[config.mk]
export PLATFORM = sky130hd
export DESIGN_NAME = hazard_stall_ctrl
export DESIGN_NICKNAME = d
export VERILOG_FILES = /design/src/rtl/hazard_stall_ctrl_pkg.sv /design/src/rtl/hazard_stall_ctrl_md_busy_cnt.sv /design/src/rtl/hazard_stall_ctrl.sv
export SDC_FILE = /design/constraint.sdc
export NUM_CORES = 1
export LEC_CHECK = 0
export CAP_MARGIN = 10
export CORE_MARGIN = 3
export CORE_UTILIZATION = 43
export CTS_CLUSTER_DIAMETER = 30
export DETAILED_ROUTE_END_ITERATION = 7
export PLACE_DENSITY = 0.79
export SLEW_MARGIN = 40
export SYNTH_ARGS = -nofsm -noshare
export SYNTH_HDL_FRONTEND = slang
export SYNTH_SLANG_ARGS = --single-unit
export TNS_END_PERCENT = 20
[constraint.sdc]
create_clock -name clk -period 2.9 [get_ports clk]
set_clock_uncertainty 0.05 [all_clocks]
set_input_delay 0.725 -clock clk [delete_from_list [all_inputs] [get_ports clk]]
set_output_delay 0.725 -clock clk [all_outputs]
set_load 0.01 [all_outputs]
[src/rtl/hazard_stall_ctrl_pkg.sv]
// Shared constants for the pipeline stall/flush sequencer.
// Holds the Tuse/Tnew encodings, the default multiply/divide busy lengths,
// the register-zero constant and the per-source data-hazard compare.
package hazard_stall_ctrl_pkg;

  localparam logic [1:0] TUSE_NONE    = 2'd3;  // source operand not read
  localparam logic [4:0] REG_ZERO     = 5'd0;  // $0: never a real dependency
  localparam int         MULT_CYC_DEF = 5;
  localparam int         DIV_CYC_DEF  = 10;
  localparam int         CNT_W_DEF    = 4;

  // True when source register ra is still being produced by E or M and the
  // result arrives later than D needs it (Tnew > Tuse, unsigned 2-bit).
  function automatic logic src_hazard(
    input logic [4:0] ra,
    input logic [1:0] tuse,
    input logic [4:0] e_wa,
    input logic [1:0] e_tnew,
    input logic [4:0] m_wa,
    input logic [1:0] m_tnew
  );
    return (ra != REG_ZERO) && (tuse != TUSE_NONE) &&
           (((e_wa == ra) && (e_tnew > tuse)) ||
            ((m_wa == ra) && (m_tnew > tuse)));
  endfunction

endpackage

[src/rtl/hazard_stall_ctrl_md_busy_cnt.sv]
// Busy counter for the iterative HI/LO multiply/divide unit.
// Ports: clk/reset (sync, active-high); start_i/div_i = mult/div issue in E;
//        busy_o = unit busy this cycle (issue cycle or count still running).
module hazard_stall_ctrl_md_busy_cnt
  import hazard_stall_ctrl_pkg::*;
#(
  parameter int MULT_CYC = MULT_CYC_DEF,
  parameter int DIV_CYC  = DIV_CYC_DEF,
  parameter int CNT_W    = CNT_W_DEF
) (
  input  logic clk,
  input  logic reset,
  input  logic start_i,
  input  logic div_i,
  output logic busy_o
);

  logic [CNT_W-1:0] cnt_q, cnt_d;

  // A new issue always reloads, even if a previous op is still counting;
  // that overlap is normally prevented upstream by the md stall.
  always_comb begin
    cnt_d = cnt_q;
    if (start_i)
      cnt_d = div_i ? CNT_W'(DIV_CYC) : CNT_W'(MULT_CYC);
    else if (cnt_q != '0)
      cnt_d = cnt_q - CNT_W'(1);
  end

  always_ff @(posedge clk) begin
    if (reset) cnt_q <= '0;
    else       cnt_q <= cnt_d;
  end

  // Busy covers the issue cycle itself plus the N cycles the count runs.
  assign busy_o = start_i | (cnt_q != '0);

endmodule

[src/rtl/hazard_stall_ctrl.sv]
// Central stall/flush sequencer for the 5-stage pipeline (F/D/E/M/W).
// Ports: D_* = instr in decode (sources, Tuse, md use); E_*/M_* = producers
//        (dest, Tnew) and md issue; outputs stall, D_we, pc_we, E_clr,
//        md_busy and a saturating stalled-cycle counter stall_cnt.
module hazard_stall_ctrl
  import hazard_stall_ctrl_pkg::*;
#(
  parameter int MULT_CYC = MULT_CYC_DEF,
  parameter int DIV_CYC  = DIV_CYC_DEF,
  parameter int CNT_W    = CNT_W_DEF
) (
  input  logic        clk,
  input  logic        reset,
  input  logic [4:0]  D_rs,
  input  logic [4:0]  D_rt,
  input  logic [1:0]  D_tuse_rs,
  input  logic [1:0]  D_tuse_rt,
  input  logic        D_md_use,
  input  logic [4:0]  E_wa,
  input  logic [1:0]  E_tnew,
  input  logic [4:0]  M_wa,
  input  logic [1:0]  M_tnew,
  input  logic        E_md_start,
  input  logic        E_md_div,
  output logic        stall,
  output logic        D_we,
  output logic        pc_we,
  output logic        E_clr,
  output logic        md_busy,
  output logic [31:0] stall_cnt
);

  logic        stall_rs, stall_rt, stall_md;
  logic [31:0] stall_cnt_q, stall_cnt_d;

  hazard_stall_ctrl_md_busy_cnt #(
    .MULT_CYC (MULT_CYC),
    .DIV_CYC  (DIV_CYC),
    .CNT_W    (CNT_W)
  ) u_md_busy_cnt (
    .clk     (clk),
    .reset   (reset),
    .start_i (E_md_start),
    .div_i   (E_md_div),
    .busy_o  (md_busy)
  );

  assign stall_rs = src_hazard(D_rs, D_tuse_rs, E_wa, E_tnew, M_wa, M_tnew);
  assign stall_rt = src_hazard(D_rt, D_tuse_rt, E_wa, E_tnew, M_wa, M_tnew);
  assign stall_md = D_md_use & md_busy;

  // Same-cycle decision: freeze F/D and PC, squash the instr entering E.
  assign stall = stall_rs | stall_rt | stall_md;
  assign D_we  = ~stall;
  assign pc_we = ~stall;
  assign E_clr = stall;

  // One count per stalled cycle regardless of how many causes overlap;
  // holds at all-ones instead of wrapping.
  always_comb begin
    stall_cnt_d = stall_cnt_q;
    if (stall && (stall_cnt_q != 32'hFFFF_FFFF))
      stall_cnt_d = stall_cnt_q + 32'd1;
  end

  always_ff @(posedge clk) begin
    if (reset) stall_cnt_q <= 32'd0;
    else       stall_cnt_q <= stall_cnt_d;
  end

  assign stall_cnt = stall_cnt_q;

endmodule

==> results <==
- The hold buffer count at CTS is 0.
- For this run, the post-layout net count is between 400 and 500.
- The number of detailed-route iterations in the first pass is 4.
- The top-area cell type share of the netlist area is 30.3%.
- IR analysis of the VDD net gives a maximum drop of between 0.0002 and 0.00025 V.
- Counting every instance in the synthesized netlist gives approximately 290.
- The H-tree was split into 2 levels.
- For this design the static power due to leakage is 1.19 nW.
- The multi-input combinational cells in the finished layout cover a total of between 1500 and 2000 um^2.
- After legalization and detailed placement, the total HPWL measured around 5000 um.
- The sequential standard cell area is a little over 700 um^2.
- The worst register-to-register path ends at stall_cnt[18]$_SDFFE_PP0P_.
- The smallest hold slack is between 0.4 and 0.5 ns.
- The final cycle utilization of the critical path is a little over nine tenths.
- For this design, the sink count on the clock tree is 36.
- Dividing the detail-routed via count by the number of cells gives between 5 and 6.
- The maximum fanout along the worst path is 4.
- The area enclosed by the die boundary is approximately 6500 um^2.
- Once layout is done, the placed cells without fillers occupy between 3000 and 4000 um^2.
- After routing, the total negative slack on setup checks comes to 0 ns.
- The flip-flop and latch count after synthesis is 36.
- The number of cell instances on the worst register-to-register path is 8.
- Port buffering added 69 buffers.
- The maximum number of pins on one net before global-route repair is 40.
- The core outline area is around 5200 um^2.
- The starting density of the core is 45.4%.
- During synthesis, Yosys emitted a total of 0 warnings.
- Among all flip-flop cells after synthesis, the most frequent one is sky130_fd_sc_hd__dfxtp_1.
- The maximum root-to-sink buffer count is 2.
- The startpoint type of the worst setup path is an input port.
- The kind of cell adding the most delay to the critical path is simple AND/OR/NAND/NOR gates.
- The adder-cell area share of the yosys netlist is ~5.8%.
- The number of enable-type register cells in the synthesized netlist is 0.
- The run finished with clean final reports.
- The actual transition at the worst max-transition pin is 0.634 ns.
- The tightest min-delay check is of the reg -> reg type.
- Setup violations remaining at the end of the flow were counted as 0.
- Cells fill 64.9% of the core in the end.
- The root buffer selected by CTS is sky130_fd_sc_hd__clkbuf_8.
- The total via count after detailed routing is between 2,000 and 2,500.
- The repair_antennas step left the layout with diodes totalling 0.
- The delay contributed by the slowest stage of the critical path is 0.27 ns.
- After Yosys synthesis, and, or, nand and nor cells account for ~30% of the synthesized area.
- The final routed wirelength across all metal layers is around 6700 um.
- By area, the combinational part of the netlist is dominated by simple AND/OR/NAND/NOR gates.
- The internal reg-to-reg setup slack is ~0.40 ns.
- The slowest cell on the critical path is sky130_fd_sc_hd__dlygate4sd2_1.
- The part of the Yosys area used for sequential elements is between 30% and 40%.
- Counting every net in the synthesized netlist gives between 300 and 400.
- The beginning of the worst register-to-register path is stall_cnt[0]$_SDFFE_PP0P_.
- After synthesis the cells add up to 2380 um^2.
- The final number of max-transition violations came to 0.
- The routability congestion estimate is 0.904.
- Clock tree synthesis inserted a total of 5 buffers.
- Setup repair after global routing left no endpoint under its margin.
- The buffer count from post-CTS setup fixing is 0.
- The count of boundary I/O pins is 70.
- The floorplan has 26 rows.
- Measured along the x axis, the die boundary spans ~80 um.
- The data required time at the worst endpoint is roughly 2.1 ns.
- Measured against its own limit, the worst slew margin works out to between 50% and 60%.
- Counting the fill cells in the layout gives about 440.
- Multiplexer cells account for between 2 and 2.5% of the synthesized area.
- In the global route stage, overall resource usage came out at 21.6%.
- The critical path is of the in -> out type.
- The area fraction in compound gates after synthesis is 17.1%.
- Counting I/O delays and the setup requirement, the final critical path takes between 2 and 3 ns.
- The worst setup path is captured at a primary output.
- The placed instances occupy a cell area of between 3000 and 4000 um^2.
- The number of antenna violations at the first check in global routing is 0.
- TritonCTS built the clock tree.
- The critical path contains buffers and inverters numbering 3 combined.
- The fraction of final layout cells with drive strength greater than 1 is a little under a fifth.
- After clock tree synthesis, the clock-pin slew on the worst setup and hold paths is about 0.07 ns.
- The via count of the first global-routing pass is 2,316.
- The data arrival time of the worst path is 2.09 ns.
- The number of hold violations in the final report is 0.
- The start point of the critical path is D_rs[0].
- The first routing iteration left between 100 and 150 violations.
- The average detailed-routed wire length per instance is roughly 16 um.
- Ranked by total cell area, the synthesized netlist is headed by sky130_fd_sc_hd__dfxtp_1 (30%), sky130_fd_sc_hd__or4_1 (7.0%), sky130_fd_sc_hd__a21oi_1 (6.7%).
- The count of maximum capacitance violations is 0.
- Timing would allow up to 0.349 GHz.
- The remaining design rule violation count is 0.
- The xor/xnor share of the synthesized area is 8.11%.
- Of all flip-flops after synthesis, the portion carrying an async set or reset was 0%.
- Following the worst setup path forward leads to its endpoint at stall.
- The number of library cell types mapped by synthesis is 39.
- The relative area change from synthesis to final layout is 43.0%.
- The floorplan step set the die height to approximately 80 um.
- At the later pin of the worst-skew pair, clock insertion delay measures slightly below 0.3 ns.
- The critical path crosses 8 cells after its start point.
- The total power is 1.19 mW.
- Power spread over the standard cell area amounts to 349 nW/um^2.
- The total overflow reported by the global router is 0.
- Summed over all instances, the cell type with the most area after synthesis is sky130_fd_sc_hd__dfxtp_1.
- Once detail routing completed, the nets flagged for antenna violations numbered 0.
- Walking the worst path, the cells encountered are dlygate4sd2_1 > xnor2_1 > nand4_1 > nor4_2 > o221ai_2 > and3_4 > inv_4 > buf_6.
- The first global-routing pass estimated 11,000 um of wire.
- The synthesized area per cell is ~8 um^2.
==> power by group <==
group          leakage [nW]  internal (mW)  switching [mW]
registers             0.291          0.506          0.0152
logic                 0.853          0.140           0.150
clock network        0.0510          0.190           0.185
==> cell families after synthesis <==
logic type	count (synthesis)
AND/OR/NAND/NOR	119
AO/OA/AOI/OAI	67
flip-flops	36
buffers and inverters	32
XOR/XNOR	22
adder cells (fa/ha/maj)	11
multiplexers	5
==> cell type report <==
| cell class | count | area share (%) |
|---|---|---|
| Tap cell | 70 | 2.58 |
| Clock buffer | 6 | 2.43 |
| Multi-Input combinational cell | 224 | 49.8 |
| Timing Repair Buffer | 83 | 22.1 |
| Inverter | 12 | 1.62 |
| Clock inverter | 2 | 0.295 |
| Sequential cell | 36 | 21.2 |
==> layout by cell type (no fill, tap or decap), drive strengths merged, types with 2 or more instances in the layout <==
cell,Yosys,final
dlygate4sd2,0,17
clkbuf,7,8
and2,4,4
buf,13,26
or4,22,22
inv,12,12
xor2,10,10
a21oi,32,32
nor2b,5,5
nand2b,3,3
nand2,17,17
o21ai,9,9
nand4,8,8
nor3,4,4
mux2,4,4
dfxtp,36,36
ha,11,11
and3,8,8
clkdlybuf4s50,0,35
o31ai,21,21
xnor2,12,12
clkinv,0,2
or3,7,7
nor4,7,7
clkdlybuf4s15,0,2
nor4b,2,2
nor2,9,9
and4,4,4
nand3,17,17
==> state kept, by name, summed over array words and instances, names as in the netlist <==
signal               flops
stall_cnt               32
u_md_busy_cnt.cnt_q      4
==> cells in the mapped netlist, drive strengths merged (2+ instances only) <==
cell,count
dfxtp,36
a21oi,32
or4,22
o31ai,21
nand2,17
nand3,17
buf,13
inv,12
xnor2,12
ha,11
xor2,10
nor2,9
o21ai,9
and3,8
nand4,8
clkbuf,7
nor4,7
or3,7
nor2b,5
and2,4
and4,4
mux2,4
nor3,4
nand2b,3
nor4b,2
==> timing repair <==
action                                  in CTS  in global routing
cloned                                       0                  0
pin swaps                                   19                 10
resized for setup                           95                 14
hold endpoints to repair                     0                  0
endpoints found under the setup margin      37                 29
==> layer usage <==
metal	wire length, um	track usage (%)	vias up
met2	3450	37.4	57
met5	0	0	-
met1	3000	27.5	1198
met4	83	4.05	0
li1	-	-	1227
met3	214	4.93	9
==> how the worst min path moves through the flow <==
stage | end | from | slack, ns | cells past startpoint
floorplan | u_md_busy_cnt.cnt_q[0]$_SDFFE_PP0N_ | u_md_busy_cnt.cnt_q[0]$_SDFFE_PP0N_ | 0.42 | 1
global placement | stall_cnt[14]$_SDFFE_PP0P_ | stall_cnt[14]$_SDFFE_PP0P_ | 0.42 | 2
detailed placement | stall_cnt[23]$_SDFFE_PP0P_ | stall_cnt[23]$_SDFFE_PP0P_ | 0.43 | 2
CTS | stall_cnt[23]$_SDFFE_PP0P_ | stall_cnt[23]$_SDFFE_PP0P_ | 0.44 | 2
global route | stall_cnt[14]$_SDFFE_PP0P_ | stall_cnt[14]$_SDFFE_PP0P_ | 0.47 | 2
finish | stall_cnt[23]$_SDFFE_PP0P_ | stall_cnt[23]$_SDFFE_PP0P_ | 0.44 | 2
==> through the flow <==
step	std cells	worst slack, ns
floorplan	292	0.000616
global placement	425	-0.736
detailed placement	425	-0.903
CTS	433	0.00156
global route	433	0.00149
finish	433	0.0368
==> worst register-to-register path: cells and delay by family, from the launching register on <==
| family | cells | cell delay, ns |
|---|---|---|
| adder cells (fa/ha/maj) | 1 | 0.23 |
| AND/OR/NAND/NOR | 6 | 1.63 |
| flip-flops | 1 | 0.36 |
| AO/OA/AOI/OAI | 1 | 0.16 |
(Power assumes the default switching activity.)
